`src/rtl/instr_loader.sv`:
```
// rtl/instr_loader.sv - byte-stream instruction loader that packs bytes MSB-first into 32-bit memory writes
module instr_loader #(
  parameter int DEPTH = 32
) (
  input  logic        clk_i,
  input  logic        rst_i,
  input  logic        start_i,
  input  logic        abort_i,
  input  logic [5:0]  num_words_i,
  input  logic [7:0]  byte_i,
  input  logic        byte_valid_i,
  output logic        byte_ready_o,
  output logic        wr_en_o,
  output logic [31:0] wr_addr_o,
  output logic [31:0] wr_data_o,
  output logic        busy_o,
  output logic        done_o,
  output logic [5:0]  word_cnt_o
);

  typedef enum logic [1:0] {
    IDLE  = 2'd0,
    LOAD  = 2'd1,
    WRITE = 2'd2,
    DONE  = 2'd3
  } state_t;

  state_t      state_q, state_d;
  logic [31:0] word_q;
  logic [1:0]  idx_q;
  logic [6:0]  len_q;
  logic [5:0]  cnt_q;

  logic [6:0]  eff_len;
  logic [6:0]  cnt_inc;
  logic        accept;
  logic        start_ok;

  // Zero or an oversize request both mean "fill the whole memory".
  always_comb begin
    eff_len = {1'b0, num_words_i};
    if (num_words_i == 6'd0 || int'(num_words_i) > DEPTH) begin
      eff_len = 7'(DEPTH);
    end
  end

  assign cnt_inc  = {1'b0, cnt_q} + 7'd1;
  assign accept   = (state_q == LOAD) && byte_valid_i && !abort_i;
  assign start_ok = start_i && !abort_i && (state_q == IDLE || state_q == DONE);

  always_ff @(posedge clk_i or negedge rst_i) begin
    if (!rst_i) begin
      state_q <= IDLE;
    end else begin
      state_q <= state_d;
    end
  end

  always_comb begin
    state_d = state_q;
    unique case (state_q)
      IDLE: begin
        if (start_ok) state_d = LOAD;
      end
      LOAD: begin
        if (abort_i) begin
          state_d = IDLE;
        end else if (accept && idx_q == 2'd3) begin
          state_d = WRITE;
        end
      end
      WRITE: begin
        if (abort_i) begin
          state_d = IDLE;
        end else if (cnt_inc == len_q) begin
          state_d = DONE;
        end else begin
          state_d = LOAD;
        end
      end
      DONE: begin
        if (abort_i) begin
          state_d = IDLE;
        end else if (start_ok) begin
          state_d = LOAD;
        end
      end
      default: state_d = IDLE;
    endcase
  end

  // Abort drops the partial word but keeps the count of words already written.
  always_ff @(posedge clk_i or negedge rst_i) begin
    if (!rst_i) begin
      word_q <= 32'd0;
      idx_q  <= 2'd0;
      len_q  <= 7'd0;
      cnt_q  <= 6'd0;
    end else if (abort_i) begin
      word_q <= 32'd0;
      idx_q  <= 2'd0;
    end else if (start_ok) begin
      word_q <= 32'd0;
      idx_q  <= 2'd0;
      len_q  <= eff_len;
      cnt_q  <= 6'd0;
    end else if (accept) begin
      unique case (idx_q)
        2'd0: word_q[31:24] <= byte_i;
        2'd1: word_q[23:16] <= byte_i;
        2'd2: word_q[15:8]  <= byte_i;
        2'd3: word_q[7:0]   <= byte_i;
        default: word_q <= word_q;
      endcase
      idx_q <= idx_q + 2'd1;
    end else if (state_q == WRITE) begin
      cnt_q <= cnt_inc[5:0];
      idx_q <= 2'd0;
    end
  end

  // Address and data are zeroed outside the write strobe so the bus never shows an out-of-range address.
  always_comb begin
    byte_ready_o = (state_q == LOAD);
    wr_en_o      = (state_q == WRITE) && !abort_i;
    wr_addr_o    = 32'd0;
    wr_data_o    = 32'd0;
    if (wr_en_o) begin
      wr_addr_o = {24'd0, cnt_q, 2'b00};
      wr_data_o = word_q;
    end
    busy_o     = (state_q == LOAD) || (state_q == WRITE);
    done_o     = (state_q == DONE);
    word_cnt_o = cnt_q;
  end

endmodule

```
`config.mk`:
```
export PLATFORM = sky130hd
export DESIGN_NAME = instr_loader
export DESIGN_NICKNAME = d
export VERILOG_FILES = /design/src/rtl/instr_loader.sv
export SDC_FILE = /design/constraint.sdc
export NUM_CORES = 1
export LEC_CHECK = 0
export ABC_AREA = 1
export CAP_MARGIN = 20
export CORE_UTILIZATION = 35
export DETAILED_ROUTE_END_ITERATION = 8
export GPL_TIMING_DRIVEN = 0
export MAX_ROUTING_LAYER = met4
export PLACE_DENSITY = 0.67
export SLEW_MARGIN = 5
export SYNTH_ARGS = -nofsm -noshare
export SYNTH_HDL_FRONTEND = slang
export SYNTH_SLANG_ARGS = --single-unit
```
`constraint.sdc`:
```
create_clock -name clk_i -period 2.2 [get_ports clk_i]
set_input_delay 0.44 -clock clk_i [delete_from_list [all_inputs] [get_ports clk_i]]
set_output_delay 0.44 -clock clk_i [all_outputs]
set_load 0.02 [all_outputs]
```
; ---- Word level (Yosys, flattened, before mapping)
; Cells that the tools add are included.
[word_totals]
register_bits = 49
latchBits = 0
mem_bits_rw = 0
romBits = 0
in_bits = 19
output_inout_bits = 74
wordCells = 71
n_memories = 0
[op_classes]
add_sub_neg = 2
mul = 0
div = 0
order_cmp = 1
eq_ne = 9
shift = 0
n_mux = 24
bitwise_logic = 1
reduce_logical = 26
[ops]
columns = cell, count
row1 = 2-to-1 mux 32 bit, 4
row2 = 2-to-1 mux 8 bit, 5
row3 = 2-to-1 mux 6 bit, 4
row4 = 2-to-1 mux 2 bit, 10
row5 = nonzero test 3 bit, 5
row6 = AND reduction 2 bit, 5
row7 = "== test 2 bit, second input constant", 4
row8 = one-hot mux 2 bit (4 select lines), 1
row9 = "adder 6 x 1 -> 7 bit, second input constant", 1
row10 = == test 7 bit, 1
row11 = "greater-than comparator 6 bit, second input constant", 1
row12 = logical AND 1 bit, 6
row13 = logical NOT 6 bit, 1
row14 = "== test 2 x 1 -> 1 bit, second input constant", 2
row15 = logical NOT 2 bit, 2
row16 = nonzero test 4 bit, 1
row17 = logical OR 1 bit, 3
row18 = "!= test 3 x 2 -> 1 bit, second input constant", 1
row19 = AND reduction 3 bit, 1
row20 = "adder 2 x 1 -> 2 bit, second input constant", 1
row21 = "!= test 2 x 1 -> 1 bit, second input constant", 1
row22 = nonzero test 2 bit, 1
row23 = logical NOT 1 bit, 1
row24 = inverter 1 bit, 1

; ---- Depth between registers and ports, before layout
[depth]
ltp_word = 7
depth_mapped = 12
mapped_depth_nobuf = 12

; ---- Least setup slack after synthesis
; No wires, ideal clock.
[synth_timing]
kind = register to output
startpoint = register state_q[0]
endpoint = output wr_addr_o[2]
t_arrival_ps = 1547
required_time_ps = 1760
setup_slack_ps = 213
stages_incl_launch_ff = 9
path_buffers = 2
path_cell_list = dfrtp_1 -> inv_1 -> ha_1 -> inv_1 -> nor2_4 -> inv_2 -> buf_2 -> buf_2 -> nor2_1
[synth_via]
elab_chain_cells = 3
[synth_rtl]
columns = element, line_no
row1 = "start, declared", 28  ; state_t state_q, state_d;
row2 = "start signal, assigned", 55  ; state_q <= state_d;
row3 = == test 2 bit, 125  ; wr_en_o = (state_q == WRITE) && !abort_i;
row4 = logical AND 1 bit, 125
row5 = named net wr_en_o, 13  ; output logic wr_en_o,
row6 = 2-to-1 mux 8 bit, 128  ; if (wr_en_o) begin
row7 = "end, declared", 14  ; output logic [31:0] wr_addr_o,
; The timed path passes the listed nets, and every way through them passes these cells.

; ---- Worst setup path after layout
[layout_timing]
startpoint = register state_q[1]
endpoint = output byte_ready_o
[layout_via]
elab_chain_cells = 1
[layout_rtl]
columns = element, line_no
row1 = == test 2 x 1 -> 1 bit, 124  ; byte_ready_o = (state_q == LOAD);
row2 = "end, declared", 12  ; output logic byte_ready_o,
; No other way between the ends.

==> results summary <==
Of the cells placed in the final design, the portion with a size suffix greater than 1 is 27.3%. After routing the design area is 0.00375 sq mm. The repair_antennas step left the layout with diodes totalling 0. The sequential fraction of the synthesis area is 43.7%.

Dividing the detail-routed wire length by the instance count gives 11.5 um. OpenSTA, run right after detailed placement, puts the worst setup slack at -0.653 ns. The congestion estimate from routability-driven global placement came to roughly 0.85. The CTS H-tree depth came out at 2.

The number of buffer and inverter stages on the critical path is 2. The final net count came out at slightly below 500. The synthesized netlist cell count is 363.

The number of antenna violations at the first check in global routing is 0. The signal on the critical path passes through inv_1 > ha_1 > clkdlybuf4s50_1. The clock transition at the register clock pins on the worst setup and hold paths after CTS came out at approximately 0.090 ns.

The die is 90.6 um tall. Data arrives at the worst endpoint at 1.67 ns. For the final database, setup skew stands at a little over 0.009 ns. The first detailed-routing pass took 4 iterations. Max-cap violations in this run came to 0. The required arrival time at the worst endpoint came out at 1.76 ns. The flow ran to the end, and the final reports show no timing, DRC or antenna violations.

The standard-cell row count is 31. The detailed router's first-iteration violation count came out at 118. The total global-route track usage came out at 16.8%.

Entering global routing, the biggest net connects 29 pins. The DRC violations left is 0. After detailed routing, the number of vias per cell comes to 4.36.

The worst setup path is captured at an output pin. Sorting the synthesized cells by area gives the leading types as dfrtp_1, nand2_1, buf_4. The die extent in x came out at 90.6 um.

For this block, the via count after detailed routing is 2461. The static leakage came out at about 1.9 nW. The biggest area contributor in the post-synthesis netlist is dfrtp_1. The worst hold path belongs to the class in2async. In this run the worst path has a maximum fanout of 5.

The largest single stage delay on the critical path is roughly 0.63 ns. The number of buffers added by the clock tree synthesis step is 5. The class of the most critical setup path is reg2out. Setup repair after global routing could not meet its margin everywhere. The clock latency at the later pin of the worst-skew pair is 0.30 ns.

In this run the biggest area consumer among cell types represents 43.7% of the synthesized area. The die outline area came out at 0.00821 sq mm. The routed design could run at a clock period as short as 2.11 ns. The first global-routing pass estimated 10900 um of wire.

The initial utilization of the core area, before any placement, comes to 37.1%. Among all stages on the critical path, the largest delay is contributed by clkdlybuf4s50_1. The worst setup path startpoint is state_q[1]$_DFFE_PN0P_. During placement, the flow inserted port buffers numbering 66. For this block, the routed nets add up to 6530 um of wire.

In this run the cell area measured after placement is 0.00364 sq mm. The number of clock sinks came out at 48. The worst-case IR drop observed on VDD is 0.000346 V. The via count of the first global-routing pass came to 2385. The count of state elements after synthesis is 48. The max-slew violation count is 0. In this run the cell area of the synthesized design comes to 0.00275 sq mm. The count of nets left with antenna violations once routing finished came out at 0. STA classifies the critical path startpoint as a flop. The core region is 0.00741 sq mm. The clock passes through at most 2 buffers.

The number of endpoints with negative hold slack in the final report was 0. TritonCTS built the clock tree. The fmax came out at 473 MHz. At the pin with the least slew margin, the transition time is 0.505 ns.

The number of different library cells used by synthesis comes to 25. A synthesized cell averages approximately 7.6 sq um. The HPWL after detailed placement is just over 5000 um. The area growth from synthesis to layout came out at 36.5%.

The number of warning messages in the yosys log is 0. The cts-stage hold buffer count is 0. The final setup slack of the worst path is 0.0880 ns. The worst pin sits at a relative slew slack of 66.3%. In this design, the largest share of critical-path delay is due to buffers and inverters. The power per unit of standard cell area is just over 800 mW/mm^2.

The final critical path takes up 96.0% of the cycle. The worst register-to-register path begins at state_q[1]$_DFFE_PN0P_. The total overflow left after global routing is 0.

Setup violations remaining at the end of the flow were counted as 0. Clock tree synthesis selected as its root buffer the cell clkbuf_8. Pin placement for this block handled 93 I/O pins.
## cells in the final DEF, fill, tap and decap left out
| cell type | n |
|---|---|
| a21oi_1 | 1 |
| a21oi_2 | 2 |
| a21oi_4 | 2 |
| a22o_1 | 1 |
| a31oi_1 | 2 |
| buf_12 | 1 |
| buf_2 | 18 |
| buf_4 | 48 |
| buf_6 | 2 |
| buf_8 | 3 |
| bufinv_16 | 1 |
| clkbuf_2 | 1 |
| clkbuf_4 | 1 |
| clkbuf_8 | 6 |
| clkdlybuf4s15_1 | 1 |
| clkdlybuf4s15_2 | 3 |
| clkdlybuf4s50_1 | 24 |
| clkinv_4 | 1 |
| conb_1 | 26 |
| dfrtp_1 | 47 |
| dfrtp_2 | 1 |
| dlygate4sd2_1 | 1 |
| dlymetal6s2s_1 | 2 |
| ha_1 | 9 |
| inv_1 | 53 |
| inv_2 | 13 |
| nand2_1 | 74 |
| nand2_2 | 4 |
| nand3_1 | 18 |
| nand4_1 | 1 |
| nor2_1 | 32 |
| nor2_2 | 18 |
| nor2_4 | 2 |
| nor3_1 | 1 |
| o21ai_0 | 20 |
| o21ai_1 | 19 |
| o22ai_1 | 6 |
| xor2_1 | 1 |
## worst reg2reg max path, stage by stage (launching register included)
cell and delay, ns:
dfrtp_2 0.41, inv_1 0.08, ha_1 0.31, nor2_2 0.06
nor2_2 0.15, inv_2 0.09, a21oi_4 0.22, buf_2 0.26
o21ai_0 0.10
## power by group
group	switching (mW)	internal, mW
combinational	0.712	0.441
sequential	0.156	1.12
clock	0.303	0.372
total	1.17	1.93
## per-stage QoR
step / power (mW) / cells / setup TNS, ns / util, % / hold WS, ns
global route: 3.33 / 565 / -0.0275 / 50.6 / 0.133
finish: 3.10 / 565 / 0 / 50.6 / 0.0940
CTS: 3.11 / 565 / 0 / 50.4 / 0.116
global placement: 2.37 / 553 / -57.96 / 49.0 / 0.467
detailed placement: 2.41 / 554 / -21.40 / 49.2 / 0.450
floorplan: 2.04 / 388 / 0 / - / 0.144
## synth_stat cells
cell / count
a21oi_2: 2
nor3_1: 1
nand2_2: 4
buf_4: 28
dfrtp_1: 48
nor2_2: 6
nor2_1: 45
a31oi_1: 2
o21ai_0: 20
inv_2: 12
conb_1: 1
xor2_1: 1
ha_1: 9
o21ai_1: 19
o22ai_1: 6
a21oi_1: 1
nor2_4: 1
nand2_1: 74
inv_1: 54
clkbuf_1: 1
buf_2: 6
nand4_1: 1
nand3_1: 18
a21oi_4: 2
a22o_1: 1
## registers in the layout (all words and copies together) (netlist names)
signal      count
idx_q           2
state_q         2
word_cnt_o      6
len_q           6
word_q         32
## cell type report
class / count / area, sq um
clock inverter: 2 / 38.8
timing repair buffer: 70 / 591
sequential: 48 / 1200
buffer: 35 / 278
tap: 99 / 124
fill: 737 / 3660
clock buffer: 6 / 82.6
inverter: 66 / 248
multi-input combinational: 239 / 1190
## layer usage
layer	GRT usage, %	share of wire (%)
met5	-	0
met4	5.91	2.0
met1	21.5	46
met2	26.8	48
met3	3.11	4.8
## kinds of logic after synthesis
| family | Yosys count | share of synthesized area (%) |
|---|---|---|
| compound gates | 53 | 11.2 |
| xor+xnor | 1 | 0.319 |
| fa+ha+maj | 9 | 4.10 |
| buf+inv | 101 | 17.9 |
| flops | 48 | 43.7 |
| other cells | 1 | 0.136 |
| simple gates | 150 | 22.6 |
## worst paths after layout
check / endpoint / slack [ns] / cells past startpoint
setup / recovery: byte_ready_o / 0.09 / 3
hold / removal: word_q[30]$_DFFE_PN0P_ / 0.09 / 1
setup reg to reg: word_q[24]$_DFFE_PN0P_ / 0.41 / 8
hold reg to reg: word_q[27]$_DFFE_PN0P_ / 0.49 / 2
max in group asynchronous: state_q[1]$_DFFE_PN0P_ / 1.56 / 2
min in group clk_i: word_q[27]$_DFFE_PN0P_ / 0.49 / 2
## what timing repair did
item,in CTS,in global routing
resized for setup,156,41
buffers inserted,3,0
setup endpoints to repair,39,38
pin swaps,1,1
Note: power is estimated with default switching activity, not from simulation.
